<file path="src/rtl/render_scheduler.sv">
// Per-frame render sequencer: optional screen clear, round-robin triangle dispatch to rasterizer
// lanes, round-robin merge of lane pixel streams, and frame completion tracking.
package render_pkg;
   typedef logic [11:0] color12_t;
   typedef logic [31:0] q16_16_t;
   typedef struct packed {
      logic [15:0] x0;
      logic [15:0] y0;
      logic [15:0] x1;
      logic [15:0] y1;
      logic [15:0] x2;
      logic [15:0] y2;
      q16_16_t     z0;
      q16_16_t     z1;
      q16_16_t     z2;
      color12_t    color;
   } triangle_t;
endpackage

module render_scheduler
   import render_pkg::*;
#(
   parameter int unsigned WIDTH     = 320,
   parameter int unsigned HEIGHT    = 240,
   parameter int unsigned NUM_LANES = 2
) (
   input  logic                      clk,
   input  logic                      rst,
   input  logic                      begin_frame,
   input  logic                      end_frame,
   input  logic                      fill_enable,
   input  color12_t                  fill_color,
   input  logic                      fill_valid,
   output logic                      fill_ready,
   input  triangle_t                 triangle,
   input  logic                      triangle_valid,
   output logic                      triangle_ready,
   output triangle_t                 lane_triangle,
   output logic [NUM_LANES-1:0]      lane_tri_valid,
   input  logic [NUM_LANES-1:0]      lane_tri_ready,
   input  logic [NUM_LANES-1:0]      lane_busy,
   input  logic [16*NUM_LANES-1:0]   lane_pixel_x,
   input  logic [16*NUM_LANES-1:0]   lane_pixel_y,
   input  logic [32*NUM_LANES-1:0]   lane_depth,
   input  logic [12*NUM_LANES-1:0]   lane_color,
   input  logic [NUM_LANES-1:0]      lane_valid,
   output logic [NUM_LANES-1:0]      lane_ready,
   output logic [15:0]               out_pixel_x,
   output logic [15:0]               out_pixel_y,
   output logic [31:0]               out_depth,
   output logic [11:0]               out_color,
   output logic                      out_compare_depth,
   output logic                      out_valid,
   input  logic                      out_ready,
   output logic                      busy,
   output logic                      frame_done,
   output logic [15:0]               frame_count
);

   localparam int unsigned PTR_W = (NUM_LANES > 1) ? $clog2(NUM_LANES) : 1;
   localparam logic [PTR_W-1:0] PTR_LAST = PTR_W'(NUM_LANES - 1);
   localparam logic [15:0] X_LAST = 16'(WIDTH - 1);
   localparam logic [15:0] Y_LAST = 16'(HEIGHT - 1);

   typedef enum logic [2:0] {StIdle, StFill, StDraw, StDrain, StDone} state_t;

   state_t           state_q;
   logic [15:0]      x_q, y_q;
   logic [PTR_W-1:0] dispatch_q, prio_q, grant_q;
   logic             lock_q;
   color12_t         fill_color_q, frame_fill_q;
   logic [15:0]      frame_count_q;

   logic             arb_found;
   logic [PTR_W-1:0] arb_idx, grant;
   logic             merge_active, merge_valid;
   logic [15:0]      sel_x, sel_y;
   logic [31:0]      sel_depth;
   logic [11:0]      sel_color;

   // Round-robin search starting at prio_q; first valid lane wins.
   always_comb begin
      int unsigned cand;
      arb_found = 1'b0;
      arb_idx   = '0;
      cand      = 0;
      for (int unsigned i = 0; i < NUM_LANES; i++) begin
         cand = 32'(prio_q) + i;
         if (cand >= NUM_LANES) cand = cand - NUM_LANES;
         if (!arb_found && lane_valid[cand]) begin
            arb_found = 1'b1;
            arb_idx   = PTR_W'(cand);
         end
      end
   end

   assign merge_active = (state_q == StDraw) || (state_q == StDrain);
   assign grant        = lock_q ? grant_q : arb_idx;
   assign merge_valid  = merge_active && (lock_q ? lane_valid[grant_q] : arb_found);

   always_comb begin
      sel_x     = '0;
      sel_y     = '0;
      sel_depth = '0;
      sel_color = '0;
      for (int unsigned l = 0; l < NUM_LANES; l++) begin
         if (PTR_W'(l) == grant) begin
            sel_x     = lane_pixel_x[16*l +: 16];
            sel_y     = lane_pixel_y[16*l +: 16];
            sel_depth = lane_depth[32*l +: 32];
            sel_color = lane_color[12*l +: 12];
         end
      end
   end

   always_comb begin
      fill_ready        = 1'b1;
      triangle_ready    = 1'b0;
      lane_triangle     = '0;
      lane_tri_valid    = '0;
      lane_ready        = '0;
      out_pixel_x       = '0;
      out_pixel_y       = '0;
      out_depth         = '0;
      out_color         = '0;
      out_compare_depth = 1'b0;
      out_valid         = 1'b0;
      unique case (state_q)
         StFill: begin
            out_valid   = 1'b1;
            out_pixel_x = x_q;
            out_pixel_y = y_q;
            out_depth   = 32'h7FFF_FFFF;
            out_color   = frame_fill_q;
         end
         StDraw, StDrain: begin
            if (state_q == StDraw) begin
               lane_triangle              = triangle;
               lane_tri_valid[dispatch_q] = triangle_valid;
               triangle_ready             = lane_tri_ready[dispatch_q];
            end
            out_valid         = merge_valid;
            out_pixel_x       = sel_x;
            out_pixel_y       = sel_y;
            out_depth         = sel_depth;
            out_color         = sel_color;
            out_compare_depth = 1'b1;
            if (merge_valid) lane_ready[grant] = out_ready;
         end
         default: ;
      endcase
   end

   assign busy        = (state_q != StIdle);
   assign frame_done  = (state_q == StDone);
   assign frame_count = frame_count_q;

   always_ff @(posedge clk) begin
      if (rst) begin
         state_q       <= StIdle;
         x_q           <= '0;
         y_q           <= '0;
         dispatch_q    <= '0;
         prio_q        <= '0;
         grant_q       <= '0;
         lock_q        <= 1'b0;
         fill_color_q  <= '0;
         frame_fill_q  <= '0;
         frame_count_q <= '0;
      end else begin
         if (fill_valid) fill_color_q <= fill_color;
         case (state_q)
            StIdle: begin
               if (begin_frame) begin
                  if (fill_enable) begin
                     state_q      <= StFill;
                     frame_fill_q <= fill_color_q;
                     x_q          <= '0;
                     y_q          <= '0;
                  end else begin
                     state_q <= StDraw;
                  end
               end
            end
            StFill: begin
               if (out_ready) begin
                  if (x_q == X_LAST) begin
                     x_q <= '0;
                     if (y_q == Y_LAST) begin
                        y_q     <= '0;
                        state_q <= StDraw;
                     end else begin
                        y_q <= y_q + 16'd1;
                     end
                  end else begin
                     x_q <= x_q + 16'd1;
                  end
               end
            end
            StDraw: begin
               if (triangle_valid && triangle_ready) begin
                  dispatch_q <= (dispatch_q == PTR_LAST) ? '0 : dispatch_q + 1'b1;
               end
               if (end_frame) state_q <= StDrain;
            end
            StDrain: begin
               if (lane_busy == '0 && lane_valid == '0) state_q <= StDone;
            end
            StDone: begin
               frame_count_q <= frame_count_q + 16'd1;
               state_q       <= StIdle;
            end
            default: state_q <= StIdle;
         endcase
         // Hold the grant across a stall so the presented pixel cannot change under backpressure.
         if (merge_valid && !out_ready) begin
            lock_q  <= 1'b1;
            grant_q <= grant;
         end else begin
            lock_q <= 1'b0;
            if (merge_valid) prio_q <= (grant == PTR_LAST) ? '0 : grant + 1'b1;
         end
      end
   end

endmodule

</file>
<file path="config.mk">
export PLATFORM = sky130hd
export DESIGN_NAME = render_scheduler
export DESIGN_NICKNAME = d
export VERILOG_FILES = /design/src/rtl/render_scheduler.sv
export SDC_FILE = /design/constraint.sdc
export NUM_CORES = 1
export LEC_CHECK = 0
export ABC_AREA = 1
export BUFFER_PORTS_ARGS = -buffer_cell sky130_fd_sc_hd__buf_2
export CAP_MARGIN = 20
export CORE_AREA = 2 2 271 273
export CTS_BUF_LIST = sky130_fd_sc_hd__clkbuf_8
export DETAILED_ROUTE_END_ITERATION = 7
export DIE_AREA = 0 0 273 275
export GPL_TIMING_DRIVEN = 0
export SLEW_MARGIN = 10
export SYNTH_ARGS = -nofsm -noshare
export SYNTH_HDL_FRONTEND = slang
export SYNTH_SLANG_ARGS = --single-unit
</file>
<file path="constraint.sdc">
create_clock -name clk -period 2 [get_ports clk]
set_input_delay 0.1 -clock clk [delete_from_list [all_inputs] [get_ports clk]]
set_output_delay 0.1 -clock clk [all_outputs]
set_load 0.02 [all_outputs]
</file>
After elaboration in Yosys (flattened, before gate mapping):

Cells that the tools add are included.

* register bits: 79
* input bits: 382
* output and inout port bits: 306
* word-level logic and storage cells: 123

* add/sub/neg operators: 8
* order comparisons: 9
* eq/ne operators: 13
* mux-type cells: 58
* bitwise gates (word level): 3
* reduce and logical (&&, ||, !) cells: 22

Operators with widths (number)
* $mux W204: 2
* $mux W16: 9
* $pmux W16 S2: 4
* $mux W32: 3
* $lt A32 B2 Y1 const B: 2
* $pmux W32 S2: 1
* $add A16 B1 Y16 const B: 3
* $pmux W12 S2: 1
* $mux W1: 22
* $mux W3: 6
* $eq A16 B8 Y1 const B: 1
* $eq A16 B9 Y1 const B: 1
* $mux W12: 1
* $ne A2 B2 Y1 const B: 6
* $pmux W3 S4: 1
* $mux W2: 5
* $logic_and A1 B1 Y1: 7
* $eq A3 B2 Y1 const B: 2
* $lt A1 B2 Y1 const B: 3
* $reduce_and A6 Y1: 1
* $reduce_and A5 Y1: 1
* $and A2 B2 Y2: 2
* $logic_not A2 Y1: 2
* $reduce_and A2 Y1: 2
* 21 further kinds: 25

Depth between registers and ports, before layout:

* depth after elaboration: 16
* depth in mapped cells: 12
* gate-level depth less buffers: 11

Worst setup path after synthesis:

Ideal clock, no wire load.

* kind: flip-flop to output port
* from: register state_q[1]
* to: output out_color[4]
* data arrival time: 1665 ps
* data required time: 1900 ps
* setup slack: 235 ps
* stages on the path, launching flop included: 7
* buffers on the path: 2
* cells stage by stage: dfxtp_1 inv_1 nor2_4 buf_2 clkbuf_1 o21ai_0 o22ai_1

* longest elaborated chain between the ends: 3
* elaborated cells on any way between the ends: 5
* classes of those cells: eq/ne (3); mux (1); reduce/logical (1)

Ends and longest elaborated chain
* start, declared: line 67 `state_t state_q;`
* start signal, assigned: line 160 `state_q <= StIdle;`
* start signal, assigned: line 176 `state_q <= StFill;`
* start signal, assigned: line 181 `state_q <= StDraw;`
* $eq A3 B2 Y1: line 128 `unique case (state_q)`
* $reduce_or A2 Y1: line 128
* $pmux W12 S2 *: line 128
* end, declared: line 51 `output logic [11:0] out_color,`

Every way passes the cells marked *; elsewhere a longest branch is shown, timed or not.

Worst setup path after layout:

* from: register lock_q
* to: output out_pixel_y[0]

* longest elaborated chain between the ends: 3

Ends and longest elaborated chain
* start, declared: line 70 `logic lock_q;`
* start signal, assigned: line 166 `lock_q <= 1'b0;`
* start signal, assigned: line 217 `lock_q <= 1'b1;`
* start signal, assigned: line 220 `lock_q <= 1'b0;`
* $mux W1: line 98 `assign grant = lock_q ? grant_q : arb_idx;`
* $mux W16: line 107 `if (PTR_W'(l) == grant) begin`
* $pmux W16 S2: line 128
* end, declared: line 49 `output logic [15:0] out_pixel_y,`

No other way between the ends.

==> results.env <==
CHIPWIDTH_UM=273
PORT_BUFFERS=686
DIE-AREA_UM2=75100
PATH_CLK_SLEW_NS=0.10
CLOCK_PATH_BUFFERS=2
CLOCK_LATENCY_NS=0.40
HOLD_PATH_CLASS='in2reg'
SYN_AVG_CELL_AREA_UM2=5.33
SETUP_VIOLATIONS=25
POST-DP-HPWL_UM=61400
RSZ0062_AT_GRT='yes'
YS_WARN_COUNT=0
LAYOUT_WORST_PATH_CYCLE_SHARE=1.04
DIE-HEIGHT_UM=275
GRT_FIRST_PASS_WIRELENGTH_UM=91000
ROWS=99
RUN_STATUS='finished with violations'
GRT_PASS1_VIAS=11300
TIMING_WORST_SETUP_PATH_TYPE='reg2out'
WL_UM=72200
ANTENNA_VIOLATING_NETS_POST_ROUTE=0
YS_SEQ_AREA_FRAC=0.226
NETS=2455
FINAL_HOLD_VIOL_COUNT=0
CRITPATHTOPFAMILY='buffers and inverters'
WORST_PATH_LARGEST_CELL_DELAY_NS=0.37
TOTAL_LEAKAGE_POWER_nW=7.95
MAX_SLEW.WORST_PIN.SLEW_NS=0.780
NUMBER_OF_ANTENNA_VIOLATIONS_AT_THE_FIRST_CHECK_IN_GLOBAL_ROUTING=44
SYNTHCELLS=1313
ROUTE.VIAS.TOTAL=11900
PLACED_AREA_UM2=11700
WORSTPATHREQUIRED_NS=1.90
TIMING.SLEW.HEADROOM=0.480
CP_SLOWEST_CELL='sky130_fd_sc_hd__dfxtp_2'
SYNTH.LIB_CELLS_USED.DISTINCT=45
HIGHEST_NET_FANOUT_ALONG_THE_WORST_PATH=7
DRC=0
DRIVE_ABOVE_1_SHARE=0.521
CELLPOWERDENSITY_nW_PER_UM2=1130
TOTAL_POWER_mW=17.7
TIMING.CRITICAL_PATH.ARRIVAL_NS=1.98
BUFFERS_PLUS_INVERTERS_ON_THE_WORST_SETUP_PATH=4
PIN_COUNT_OF_THE_BIGGEST_NET_ENTERING_GLOBAL_ROUTING=15
ITER_0_DRT_VIOLATIONS=816
WORST_IR_DROP_VDD_uV=786
MAPPEDNETLISTAREA_UM2=7000
NUMCTSBUFFERS=9
SORT_OF_ELEMENT_AT_THE_END_OF_THE_CRITICAL_PATH='output pin'
GRT-OVFL-TOTAL=0
WORSTSETUPSTARTPOINTTYPE='flip-flop'
FIN_WORST_SKEW_NS=0.0208
HTREE_LEVELS=3
VIASPERCELL=3.91
CRIT_PATH_FREQUENT_CELL='sky130_fd_sc_hd__clkbuf_16'
CLOCK.FMAX_MHz=481
ROUTEDWLPERCELL_UM=23.7
FLOORPLAN.IO_PINS=688
POST-ROUTE-WORST-SETUP-SLACK_NS=-0.0809
AREA_GROWTH_PCT=123
ROOT_BUFFER='sky130_fd_sc_hd__clkbuf_8'
FINALCRITICALPERIOD_NS=2.08
GRTUSAGETOTAL=0.178
START_UTIL=0.0967
PLACEABLECOREAREA_UM2=72300
POSTSYNTHNETCOUNT=1698
CTS_TREE='done'
TIMING.MAX_CAP.VIOLATIONS=0
REPLACE_CONGESTION=0.955
DRT_FIRST_PASS_ITERS=5
VIOLATED_CHECKS='setup timing'
CTS.SINK_COUNT=79
CRIT_PATH_CELL_TRACE='nor2_2, o21ai_2, nand2_4, buf_12, clkbuf_16, clkbuf_16, o21ai_4, o22ai_4, buf_6'
POSTSYNTHREGISTERBITS=79
MAXSLEWVIOLCOUNT=0
FINAL_CELL_AREA_UM2=15600
synth_stat cells (all sizes together):
cell type / n / area (um2)
inv: 293 / 1100
a31oi: 3 / 18.8
nand3: 30 / 185
xnor2: 1 / 8.76
nand2: 148 / 611
dfxtp: 79 / 1580
nor3: 14 / 86.3
o211ai: 2 / 15.0
o21ai: 161 / 810
conb: 1 / 3.75
o22ai: 38 / 238
nand3b: 3 / 35.0
nor2: 404 / 1560
xor2: 5 / 43.8
o21a: 1 / 7.51
a21oi: 36 / 184
o2111ai: 2 / 17.5
and3: 2 / 12.5
buf: 30 / 176
ha: 3 / 37.5
o21bai: 2 / 15.0
clkbuf: 38 / 144
nand4: 15 / 93.8
clkinv: 2 / 12.5
worst reg2reg max path: stages, from the launching register on:
cell and delay [ns]:
sky130_fd_sc_hd__dfxtp_2 0.33, sky130_fd_sc_hd__buf_4 0.14, sky130_fd_sc_hd__nor2_4 0.15, sky130_fd_sc_hd__buf_4 0.20, sky130_fd_sc_hd__nand4_1 0.25, sky130_fd_sc_hd__buf_1 0.33, sky130_fd_sc_hd__o21ai_0 0.28, sky130_fd_sc_hd__a21oi_1 0.07
path summary, 6_finish.rpt:
| path | to | slack (ns) | start | cells after the start |
|---|---|---|---|---|
| setup reg to reg | frame_fill_q[11]$_SDFFE_PP0P_ | 0.12 | state_q[1]$_SDFFE_PP0P_ | 7 |
| setup / recovery | out_pixel_y[0] | -0.08 | lock_q$_SDFF_PP0_ | 9 |
| hold / removal | x_q[8]$_SDFFE_PP0P_ | 0.05 | rst | 2 |
| hold reg to reg | frame_fill_q[11]$_SDFFE_PP0P_ | 0.48 | frame_fill_q[11]$_SDFFE_PP0P_ | 2 |
sequential cells by signal (all words and copies together) (netlist names):
signal        count
frame_fill_q     12
x_q              16
y_q              16
state_q           3
lock_q            1
grant_q           1
frame_count      16
prio_q            1
fill_color_q     12
dispatch_q        1
repair_timing:
action | CTS | global route
cloned | 8 | 12
endpoints found under the hold margin | 14 | 0
gates resized for setup | 581 | 357
pin swaps | 47 | 46
buffers inserted | 25 | 2
setup endpoints to repair | 293 | 200
hold buffers | 15 | 0
cell type report:
cell class              count  area, um2
multi-input cells         872       5330
plain buffers              65        912
well taps                 959       1200
diodes                     11       27.5
fillers                  8216      56700
repair buffers            748       5230
clock inverters             5       63.8
inverters                 295       1140
flip-flops and latches     79       1600
clock buffers              10        138
kinds of logic (layout without fill, tap and decap cells):
logic type | Yosys count | after routing | synth area share
and+or+nand+nor | 616 | 617 | 0.369
adders and majority gates | 3 | 3 | 0.00537
AOI/OAI and AO/OA | 245 | 245 | 0.187
xor gates and xnor gates | 6 | 6 | 0.00751
buffers and inverters | 363 | 1123 | 0.205
other | 1 | 12 | 0.000536
DFF | 79 | 79 | 0.226
cells in the final DEF (no fill, tap or decap), drive strengths merged, types with 2 or more instances in the layout:
| master | count |
|---|---|
| clkbuf | 53 |
| nand2 | 149 |
| clkinv | 2 |
| a21oi | 36 |
| nand4 | 15 |
| nand3b | 3 |
| o21ai | 161 |
| inv | 296 |
| ha | 3 |
| a31oi | 3 |
| nor3 | 14 |
| xor2 | 5 |
| o21bai | 2 |
| nand3 | 30 |
| dfxtp | 79 |
| dlygate4sd3 | 15 |
| diode | 11 |
| nor2 | 404 |
| and3 | 2 |
| buf | 754 |
| o22ai | 38 |
| o211ai | 2 |
| o2111ai | 2 |
power breakdown:
part | switching, mW | leakage (nW) | internal, mW
Clock | 0.685 | 0.0998 | 0.617
Combinational | 8.90 | 7.21 | 5.77
Sequential | 0.0833 | 0.646 | 1.68
Total | 9.67 | 7.95 | 8.07
through the flow:
stage | instances | hold slack, ns | setup WS, ns | utilization | setup TNS, ns
2_1_floorplan | 1313 | 0.177 | 0.235 | - | 0
3_3_place_gp | 2958 | 0.326 | -1.26 | 0.161 | -150.03
3_5_place_dp | 2960 | 0.326 | -1.33 | 0.161 | -147.80
4_1_cts | 3021 | 0.0294 | -0.0999 | 0.197 | -0.963
5_1_grt | 3038 | 0.0389 | -0.118 | 0.216 | -5.12
6_report | 3044 | 0.0479 | -0.0809 | 0.216 | -0.568
layer usage:
layer	up-vias	global-route usage	share of wire
met5	-	0	0.0015
met4	18	0.0778	0.044
met2	706	0.305	0.48
met3	145	0.0546	0.094
met1	5529	0.205	0.38
li1	5515	-	-
Power figures use the tool's default switching activity.
